[config.mk]
export PLATFORM = sky130hd
export DESIGN_NAME = pulse_pattern_gen
export DESIGN_NICKNAME = d
export VERILOG_FILES = /design/src/rtl/pulse_pattern_gen.sv
export SDC_FILE = /design/constraint.sdc
export NUM_CORES = 1
export LEC_CHECK = 0
export ABC_AREA = 1
export ABC_CLOCK_PERIOD_IN_PS = 31000
export BUFFER_PORTS_ARGS = -buffer_cell sky130_fd_sc_hd__buf_4
export CORE_ASPECT_RATIO = 1.1
export CORE_UTILIZATION = 51
export CTS_BUF_LIST = sky130_fd_sc_hd__clkbuf_8
export CTS_CLUSTER_SIZE = 10
export DETAILED_ROUTE_END_ITERATION = 7
export GPL_ROUTABILITY_DRIVEN = 0
export GPL_TIMING_DRIVEN = 0
export PLACE_DENSITY = 0.64
export SKIP_LAST_GASP = 1
export SLEW_MARGIN = 10
export SYNTH_ARGS = -nofsm -noshare
export SYNTH_HDL_FRONTEND = slang
export SYNTH_SLANG_ARGS = --single-unit
export TNS_END_PERCENT = 1
[constraint.sdc]
create_clock -name clk -period 31 [get_ports clk]
set_input_delay 6.2 -clock clk [delete_from_list [all_inputs] [get_ports clk]]
set_output_delay 6.2 -clock clk [all_outputs]
set_load 0.05 [all_outputs]
[src/rtl/pulse_pattern_gen.sv]
// Multi-channel pulse pattern generator: a free-running frame timer gates CH
// output lines through WIN programmable windows each, with double-buffered config.
module pulse_pattern_gen #(
    parameter int unsigned CH         = 3,
    parameter int unsigned WIN        = 3,
    parameter int unsigned TW         = 15,
    parameter int unsigned PERIOD_DEF = 15000,
    parameter int unsigned AW         = 8
) (
    input  logic          clk,
    input  logic          rst,
    input  logic          en,
    input  logic          start,
    input  logic          cfg_we,
    input  logic [AW-1:0] cfg_addr,
    input  logic [TW-1:0] cfg_data,
    output logic [CH-1:0] out,
    output logic          frame_start,
    output logic          busy
);

    localparam int unsigned NW = CH * WIN;

    typedef enum logic {
        S_IDLE = 1'b0,
        S_RUN  = 1'b1
    } state_t;

    state_t        state_q, state_d;
    logic          cont_q, cont_d;
    logic [TW-1:0] timer_q, timer_d;
    logic [TW-1:0] per_sh_q, per_sh_d;
    logic [TW-1:0] per_act_q, per_act_d;
    logic [TW-1:0] s_sh_q  [NW];
    logic [TW-1:0] s_sh_d  [NW];
    logic [TW-1:0] e_sh_q  [NW];
    logic [TW-1:0] e_sh_d  [NW];
    logic [TW-1:0] s_act_q [NW];
    logic [TW-1:0] s_act_d [NW];
    logic [TW-1:0] e_act_q [NW];
    logic [TW-1:0] e_act_d [NW];
    logic [CH-1:0] out_q, out_d;
    logic          fs_q, fs_d;
    logic          busy_q, busy_d;
    logic          load;
    logic          at_end;

    assign at_end = (timer_q == per_act_q);

    // Shadow register file; writes accepted in any state, unmapped addresses dropped
    always_comb begin
        per_sh_d = per_sh_q;
        s_sh_d   = s_sh_q;
        e_sh_d   = e_sh_q;
        if (cfg_we) begin
            if (cfg_addr == '0) per_sh_d = cfg_data;
            for (int unsigned i = 0; i < NW; i++) begin
                if (cfg_addr == AW'(2 * i + 1)) s_sh_d[i] = cfg_data;
                if (cfg_addr == AW'(2 * i + 2)) e_sh_d[i] = cfg_data;
            end
        end
    end

    // Active set copies the pre-write shadow values at frame boundaries
    always_comb begin
        per_act_d = per_act_q;
        s_act_d   = s_act_q;
        e_act_d   = e_act_q;
        if (load) begin
            per_act_d = per_sh_q;
            s_act_d   = s_sh_q;
            e_act_d   = e_sh_q;
        end
    end

    // State register
    always_ff @(posedge clk or posedge rst) begin
        if (rst) begin
            state_q <= S_IDLE;
            cont_q  <= 1'b0;
        end else begin
            state_q <= state_d;
            cont_q  <= cont_d;
        end
    end

    // Next-state logic; en wins over start, and a running frame always completes
    always_comb begin
        state_d = state_q;
        cont_d  = cont_q;
        case (state_q)
            S_IDLE: begin
                if (en) begin
                    state_d = S_RUN;
                    cont_d  = 1'b1;
                end else if (start) begin
                    state_d = S_RUN;
                    cont_d  = 1'b0;
                end
            end
            S_RUN: begin
                if (at_end && !(cont_q && en)) state_d = S_IDLE;
            end
            default: state_d = S_IDLE;
        endcase
    end

    // Output logic: timer advance, active-set load and window compare
    always_comb begin
        timer_d = '0;
        load    = 1'b0;
        out_d   = '0;
        fs_d    = 1'b0;
        busy_d  = (state_d == S_RUN);
        case (state_q)
            S_IDLE: begin
                load = (state_d == S_RUN);
            end
            S_RUN: begin
                if (at_end) begin
                    load = (state_d == S_RUN);
                end else begin
                    timer_d = timer_q + TW'(1);
                end
                fs_d = (timer_q == '0);
                for (int unsigned c = 0; c < CH; c++) begin
                    for (int unsigned w = 0; w < WIN; w++) begin
                        if ((s_act_q[c*WIN+w] <= timer_q) && (timer_q < e_act_q[c*WIN+w]))
                            out_d[c] = 1'b1;
                    end
                end
            end
            default: ;
        endcase
    end

    // Datapath and output registers
    always_ff @(posedge clk or posedge rst) begin
        if (rst) begin
            timer_q   <= '0;
            per_sh_q  <= TW'(PERIOD_DEF);
            per_act_q <= TW'(PERIOD_DEF);
            for (int unsigned i = 0; i < NW; i++) begin
                s_sh_q[i]  <= '0;
                e_sh_q[i]  <= '0;
                s_act_q[i] <= '0;
                e_act_q[i] <= '0;
            end
            out_q  <= '0;
            fs_q   <= 1'b0;
            busy_q <= 1'b0;
        end else begin
            timer_q   <= timer_d;
            per_sh_q  <= per_sh_d;
            per_act_q <= per_act_d;
            s_sh_q    <= s_sh_d;
            e_sh_q    <= e_sh_d;
            s_act_q   <= s_act_d;
            e_act_q   <= e_act_d;
            out_q     <= out_d;
            fs_q      <= fs_d;
            busy_q    <= busy_d;
        end
    end

    assign out         = out_q;
    assign frame_start = fs_q;
    assign busy        = busy_q;

endmodule

==> flow_summary.ini, run 1 <==
[final_layout]
syn2layout_area_growth_pct = 11.6
final_layout_size_suffix_gt1_share_pct = 7.34
nets = 3734

[synthesis]
synth_nets = 3595
synthCells = 3304
asyncSetResetFlopFracSynth_pct = 100
netlist_top_cells_area = sky130_fd_sc_hd__dfrtp_1 50%, sky130_fd_sc_hd__nand2_1 15%, sky130_fd_sc_hd__ha_1 11%
synth_top_area_share_pct = 50.4
synth_enable_flop_cells = 0
post_synthesis_sequential_element_count = 591
synth.yosys.seq_area_share_pct = 51.7
xor_xnor_portion_of_the_synthesized_cell_area_pct = 0.672
synth_compound_gate_area_share_pct = 9.71
synth_top_cells_by_count = 1,112 x sky130_fd_sc_hd__nand2_1, 577 x sky130_fd_sc_hd__dfrtp_1, 402 x sky130_fd_sc_hd__o21ai_0, 286 x sky130_fd_sc_hd__inv_1, 263 x sky130_fd_sc_hd__ha_1
synthSimpleGateAreaFrac_pct = 20.2
yosys-mux-area-fraction_pct = 0
synth.distinct_cells = 33
synth-main-ff-cell = sky130_fd_sc_hd__dfrtp_1
yosysMostFrequentCell = sky130_fd_sc_hd__nand2_1
synth_top_cell_by_area = sky130_fd_sc_hd__dfrtp_1
post_synth_instance_area_um2 = 28700
yosys.area_share.adder_pct = 11.5
avgSynthCellArea_um2 = 8.67
synthesis.yosys.warnings = 0
synth_top_family_by_area = simple AND/OR/NAND/NOR gates

[power_and_ir_drop]
sequential_cell_fraction_of_total_power_pct = 37.9
p_clk_share_pct = 28.7
static-leakage-power_nw = 16.7
power_switching_share_pct = 38.7
power.net_switching_mw = 0.939
vdd_ir_drop_max_uv = 34.3
p_comb_share_pct = 33.4
p_per_area_nw_per_um2 = 75.9
internal-power_mw = 1.49

[critical_path]
crit_path_capture_type = output port
reg2reg_setup_slack_ps = 27220
end_of_the_worst_register_to_register_path = out[0]
timing.setup.critical_path_class = reg -> out
worst-path-max-fanout = 8
cp.required_ps = 24800
max_stage_delay_ps = 680
critPathArrivalTime_ps = 1710
timing.rr.start = timer_q[6]
critical_path.cell_chain = buf_4
startpoint_type = flip-flop
worst_r2r_path_depth = 13
cp_slowest_cell = sky130_fd_sc_hd__dfrtp_1
worst-path-buf-inv = 1
cell_family_with_most_cp_delay = flip-flops

[global_routing]
groute.layer.met3.usage_pct = 5.92
grt_start_max_net_pins = 124
grt_util_met1_pct = 40.8
grt_pass1_wl_um = 134000
grt_overflow = 0
number_of_global_route_vias_before_repair = 22900
initial_antenna_violation_count = 3
grt.busiest_layer = met2
globalRouteTotalUtil_pct = 31.1
grt_util_met2_pct = 49.7

[routing]
wl_per_cell_um = 20.3
drt_pre_antenna_iters = 8
drt-total-wl_um = 86400
drt_drc_violations_left = 1
antenna_violating_nets_post_route = 0
routed_via_density = 5.49
count_of_vias_placed_by_the_detailed_router = 23300
drtIter0Drc = 1940

[floorplanning]
floorplan_core_area_um2 = 55200
rows = 90
floorplan.die.width_um = 228
height_of_the_die_um = 251
boundaryPins = 33
initial_core_util_pct = 51.9
die_area_um2 = 57100

[timing]
fin_crit_ps = 7910
max_slew_headroom_pct = 17.4
worst_hold_slack_ps = 442
tightestPinTransition_ps = 1240
timing.final.hold_violations = 0
max_freq_ghz = 0.126
timing.final.max_slew_violations = 0
clock_skew_ps = 35.6
timing.final.setup_violations = 0
setup-tns-final_ps = 0
setup_repair_after_global_routing_missed_its_margin = false
min_period_over_period_pct = 25.5

[min_path]
holdPathEnd = s_act_q[92]
min_from = s_sh_q[92]
hold_depth = 2
hold_class = reg -> reg

[clocking]
tritoncts = built
numCtsBuffers = 99
clkTransAtPathRegs_ps = 60
htreeDepth = 3
cts_setup_buffers = 0
clock_insertion_delay_worst_skew_ps = 720
clock_sink_count = 591
cts-hold-fix-buffers = 0
cts_resized = 0
clock_tree.buffer_depth = 3
cts.root.buffer_cell = sky130_fd_sc_hd__clkbuf_8

[outcome]
failed_checks = design-rule violations
status = complete, but fails checks

[placed_design]
portBuffers = 32
dpl.hpwl_um = 55000

[flow_run]
timing.max_cap.violations = 0
-- through the flow --
stage          worst slack, ps  total power, mW  utilization, %  std cells  cell area [um^2]
3_3_place_gp              2380             1.71            54.0       4072             29800
2_1_floorplan             8280             1.45               -       3304             28700
5_1_grt                  23100             2.57            57.9       4253             32000
6_report                 23090             2.43            57.9       4254             32000
3_5_place_dp             22550             1.73            54.3       4078             30000
4_1_cts                  23070             2.43            57.9       4252             32000
-- layout make-up --
type	count	area, um^2
repair buffers	38	393
plain buffers	152	728
well taps	736	921
flip-flops and latches	591	14800
diodes	2	5.00
inverters	287	1080
clock buffers	127	1750
fillers	4993	23200
multi-input cells	2274	12000
clock inverters	47	239
-- how the worst max path moves through the flow --
stage	startpoint	end	slack [ps]	depth (start not counted)
floorplan	rst	busy	8280	1
global placement	rst	s_act_q[79]	2380	2
detailed placement	cfg_data[6]	s_sh_q[81]	22550	4
CTS	busy	busy	23070	1
global route	busy	busy	23100	1
finish	busy	busy	23090	1
-- cells by family after synthesis --
logic type	Yosys count
buffers and inverters	439
adder cells (fa/ha/maj)	263
AO/OA/AOI/OAI	544
AND/OR/NAND/NOR	1445
flip-flops	591
XOR/XNOR	22
-- cells in the final DEF, fill, tap and decap left out, types with 64 or more instances in the layout --
cell type,n
sky130_fd_sc_hd__nand3_1,190
sky130_fd_sc_hd__inv_1,317
sky130_fd_sc_hd__clkbuf_1,85
sky130_fd_sc_hd__nor2_1,90
sky130_fd_sc_hd__a21oi_1,97
sky130_fd_sc_hd__buf_4,64
sky130_fd_sc_hd__ha_1,263
sky130_fd_sc_hd__dfrtp_1,577
sky130_fd_sc_hd__clkbuf_8,127
sky130_fd_sc_hd__o21ai_0,402
sky130_fd_sc_hd__nand2_1,1112
-- power by group through the flow --
| stage | registers (mW) | clock network [mW] | logic (mW) |
|---|---|---|---|
| floorplan | 0.925 | 0 | 0.529 |
| global placement | 0.930 | 0 | 0.782 |
| detailed placement | 0.931 | 0 | 0.800 |
| CTS | 0.918 | 0.706 | 0.805 |
| global route | 0.928 | 0.741 | 0.905 |
| finish | 0.920 | 0.697 | 0.812 |
-- layer usage --
metal  share of wire (%)  vias to the layer above  wire (um)
li1                    -                    11000          -
met1                  42                    11300      36300
met2                  46                      860      39600
met3                 7.9                      195       6840
met4                 4.2                        2       3650
met5               0.022                        -         19
-- state kept, by name (all words and copies together) (netlist names), 3 cells and up --
register	cells
per_act_q	15
e_sh_q	135
e_act_q	135
per_sh_q	15
s_act_q	135
out	3
timer_q	15
s_sh_q	135
Note: power is estimated with default switching activity, not from simulation.
==> run 2, diff against run 1 <==
- ABC_CLOCK_PERIOD_IN_PS: 31000 -> 6850
- PLACE_DENSITY: 0.64 -> 0.66
- clock period: 31 -> 6.85 ns (I/O delays scaled with it)
==> flow_summary.ini, run 2 (same netlist as run 1, synthesis figures left out) <==
[outcome]
status = finished clean

[power_and_ir_drop]
static-leakage-power_nw = 16.9
p_per_area_nw_per_um2 = 346
vdd_ir_drop_max_uv = 198

[clocking]
htreeDepth = 3
tritoncts = built
clock_tree.buffer_depth = 3
cts_resized = 0
clock_insertion_delay_worst_skew_ps = 720
clkTransAtPathRegs_ps = 60
clock_sink_count = 591
cts-hold-fix-buffers = 0
cts.root.buffer_cell = sky130_fd_sc_hd__clkbuf_8
numCtsBuffers = 98
cts_setup_buffers = 0

[floorplanning]
initial_core_util_pct = 51.9
floorplan.die.width_um = 228
rows = 90
boundaryPins = 33
floorplan_core_area_um2 = 55200
height_of_the_die_um = 251
die_area_um2 = 57100

[timing]
tightestPinTransition_ps = 1250
clock_skew_ps = 54.4
fin_ws_ps = 3130
timing.final.hold_violations = 0
fin_crit_ps = 3720
min_period_over_period_pct = 54.3
setup_repair_after_global_routing_missed_its_margin = false
setup-tns-final_ps = 0
timing.final.max_slew_violations = 0
max_slew_headroom_pct = 17.0
timing.final.setup_violations = 0
max_freq_ghz = 0.269

[final_layout]
nets = 3743
layout.cells.most_common = sky130_fd_sc_hd__nand2_1
syn2layout_area_growth_pct = 12.5
layout.core_utilization_pct = 58.4
final_layout_size_suffix_gt1_share_pct = 7.55
final_cells = 4275
final_cell_mix = 1,112 x sky130_fd_sc_hd__nand2_1, 577 x sky130_fd_sc_hd__dfrtp_1, 402 x sky130_fd_sc_hd__o21ai_0, 329 x sky130_fd_sc_hd__inv_1, 263 x sky130_fd_sc_hd__ha_1

[routing]
drtIter0Drc = 2116
count_of_vias_placed_by_the_detailed_router = 23700
drt-total-wl_um = 87700
wl_per_cell_um = 20.5
antenna_violating_nets_post_route = 0
drt_pre_antenna_iters = 8
routed_via_density = 5.55
drt_drc_violations_left = 0

[global_routing]
grt_start_max_net_pins = 41
number_of_global_route_vias_before_repair = 23600
grt_pass1_wl_um = 135000
initial_antenna_violation_count = 8
globalRouteTotalUtil_pct = 31.3
grt_overflow = 0

[critical_path]
startpoint_type = flip-flop
timing.setup.critical_path_class = reg -> reg
cp.required_ps = 7430
critPathArrivalTime_ps = 4300
reg2reg_setup_slack_ps = 3130
crit_path_capture_type = flip-flop
worst-path-max-fanout = 12

[min_path]
hold_class = reg -> reg

[placed_design]
placedCellCount = 4088
dpl.hpwl_um = 57100
place_worst_setup_slack_ps = 3160
portBuffers = 32

[flow_run]
timing.max_cap.violations = 0
-- run 2: cell types whose count changed in the layout (fill, tap and decap cells not counted) --
cell                        delta
sky130_fd_sc_hd__buf_12       +15
sky130_fd_sc_hd__inv_1        +12
sky130_fd_sc_hd__buf_16        -4
sky130_fd_sc_hd__bufinv_16     +2
sky130_fd_sc_hd__inv_8         -2
sky130_fd_sc_hd__buf_8         -1
sky130_fd_sc_hd__clkbuf_8      -1
sky130_fd_sc_hd__clkinv_2      -1
sky130_fd_sc_hd__clkinv_8      +1
-- run 2: path summary, 6_finish.rpt --
| check | startpoint | endpoint | depth (start not counted) |
|---|---|---|---|
| setup / recovery | timer_q[9] | out[2] | 13 |
| setup reg to reg | timer_q[9] | out[2] | 13 |
| max in group asynchronous | rst | s_act_q[7] | 7 |
| min in group asynchronous | rst | e_sh_q[52] | 2 |
| hold / removal | s_sh_q[125] | s_act_q[125] | 2 |
| hold reg to reg | s_sh_q[125] | s_act_q[125] | 2 |
-- run 2: power breakdown --
group / internal [mW] / total [mW] / switching (mW)
logic: 1.15 / 3.76 / 2.61
registers: 3.91 / 4.16 / 0.243
clock network: 1.76 / 3.25 / 1.48
total: 6.82 / 11.2 / 4.34
-- run 2: through the flow --
stage / hold slack, ps / instance area [um^2] / total power, mW
after floorplan: 442 / 28700 / 6.58
after global placement: 450 / 29800 / 7.79
after detailed placement: 450 / 30200 / 7.90
after CTS: 443 / 32200 / 11.1
after global routing: 473 / 32200 / 11.8
final: 435 / 32200 / 11.2
-- run 2: layout make-up --
type	count	area [um^2]
fillers	4972	23000
flip-flops and latches	591	14800
multi-input cells	2274	12000
clock buffers	126	1730
inverters	287	1080
well taps	736	921
plain buffers	152	728
repair buffers	48	568
clock inverters	59	337
diodes	2	5.00
-- run 2: worst max-delay path, stage by stage (launching register included) --
cell	delay [ps]
sky130_fd_sc_hd__dfrtp_1	1160
sky130_fd_sc_hd__inv_1	830
sky130_fd_sc_hd__ha_1	550
sky130_fd_sc_hd__nand2_1	50
sky130_fd_sc_hd__inv_1	60
sky130_fd_sc_hd__nand3_1	80
sky130_fd_sc_hd__nor3_1	270
sky130_fd_sc_hd__nand2_1	90
sky130_fd_sc_hd__nand2_1	70
sky130_fd_sc_hd__nand2_1	130
sky130_fd_sc_hd__nand2_1	90
sky130_fd_sc_hd__nand3_1	70
sky130_fd_sc_hd__nand2_1	80
sky130_fd_sc_hd__inv_1	80
-- run 2: routing by layer --
| layer | share of wire [%] | routed length (um) | track usage [%] | vias to the layer above |
|---|---|---|---|---|
| met5 | 0 | 0 | 0 | - |
| li1 | - | - | - | 11000 |
| met2 | 46 | 40200 | 50.6 | 928 |
| met4 | 5.1 | 4510 | 16.3 | 0 |
| met3 | 7.7 | 6740 | 4.87 | 255 |
| met1 | 41 | 36200 | 40.7 | 11500 |
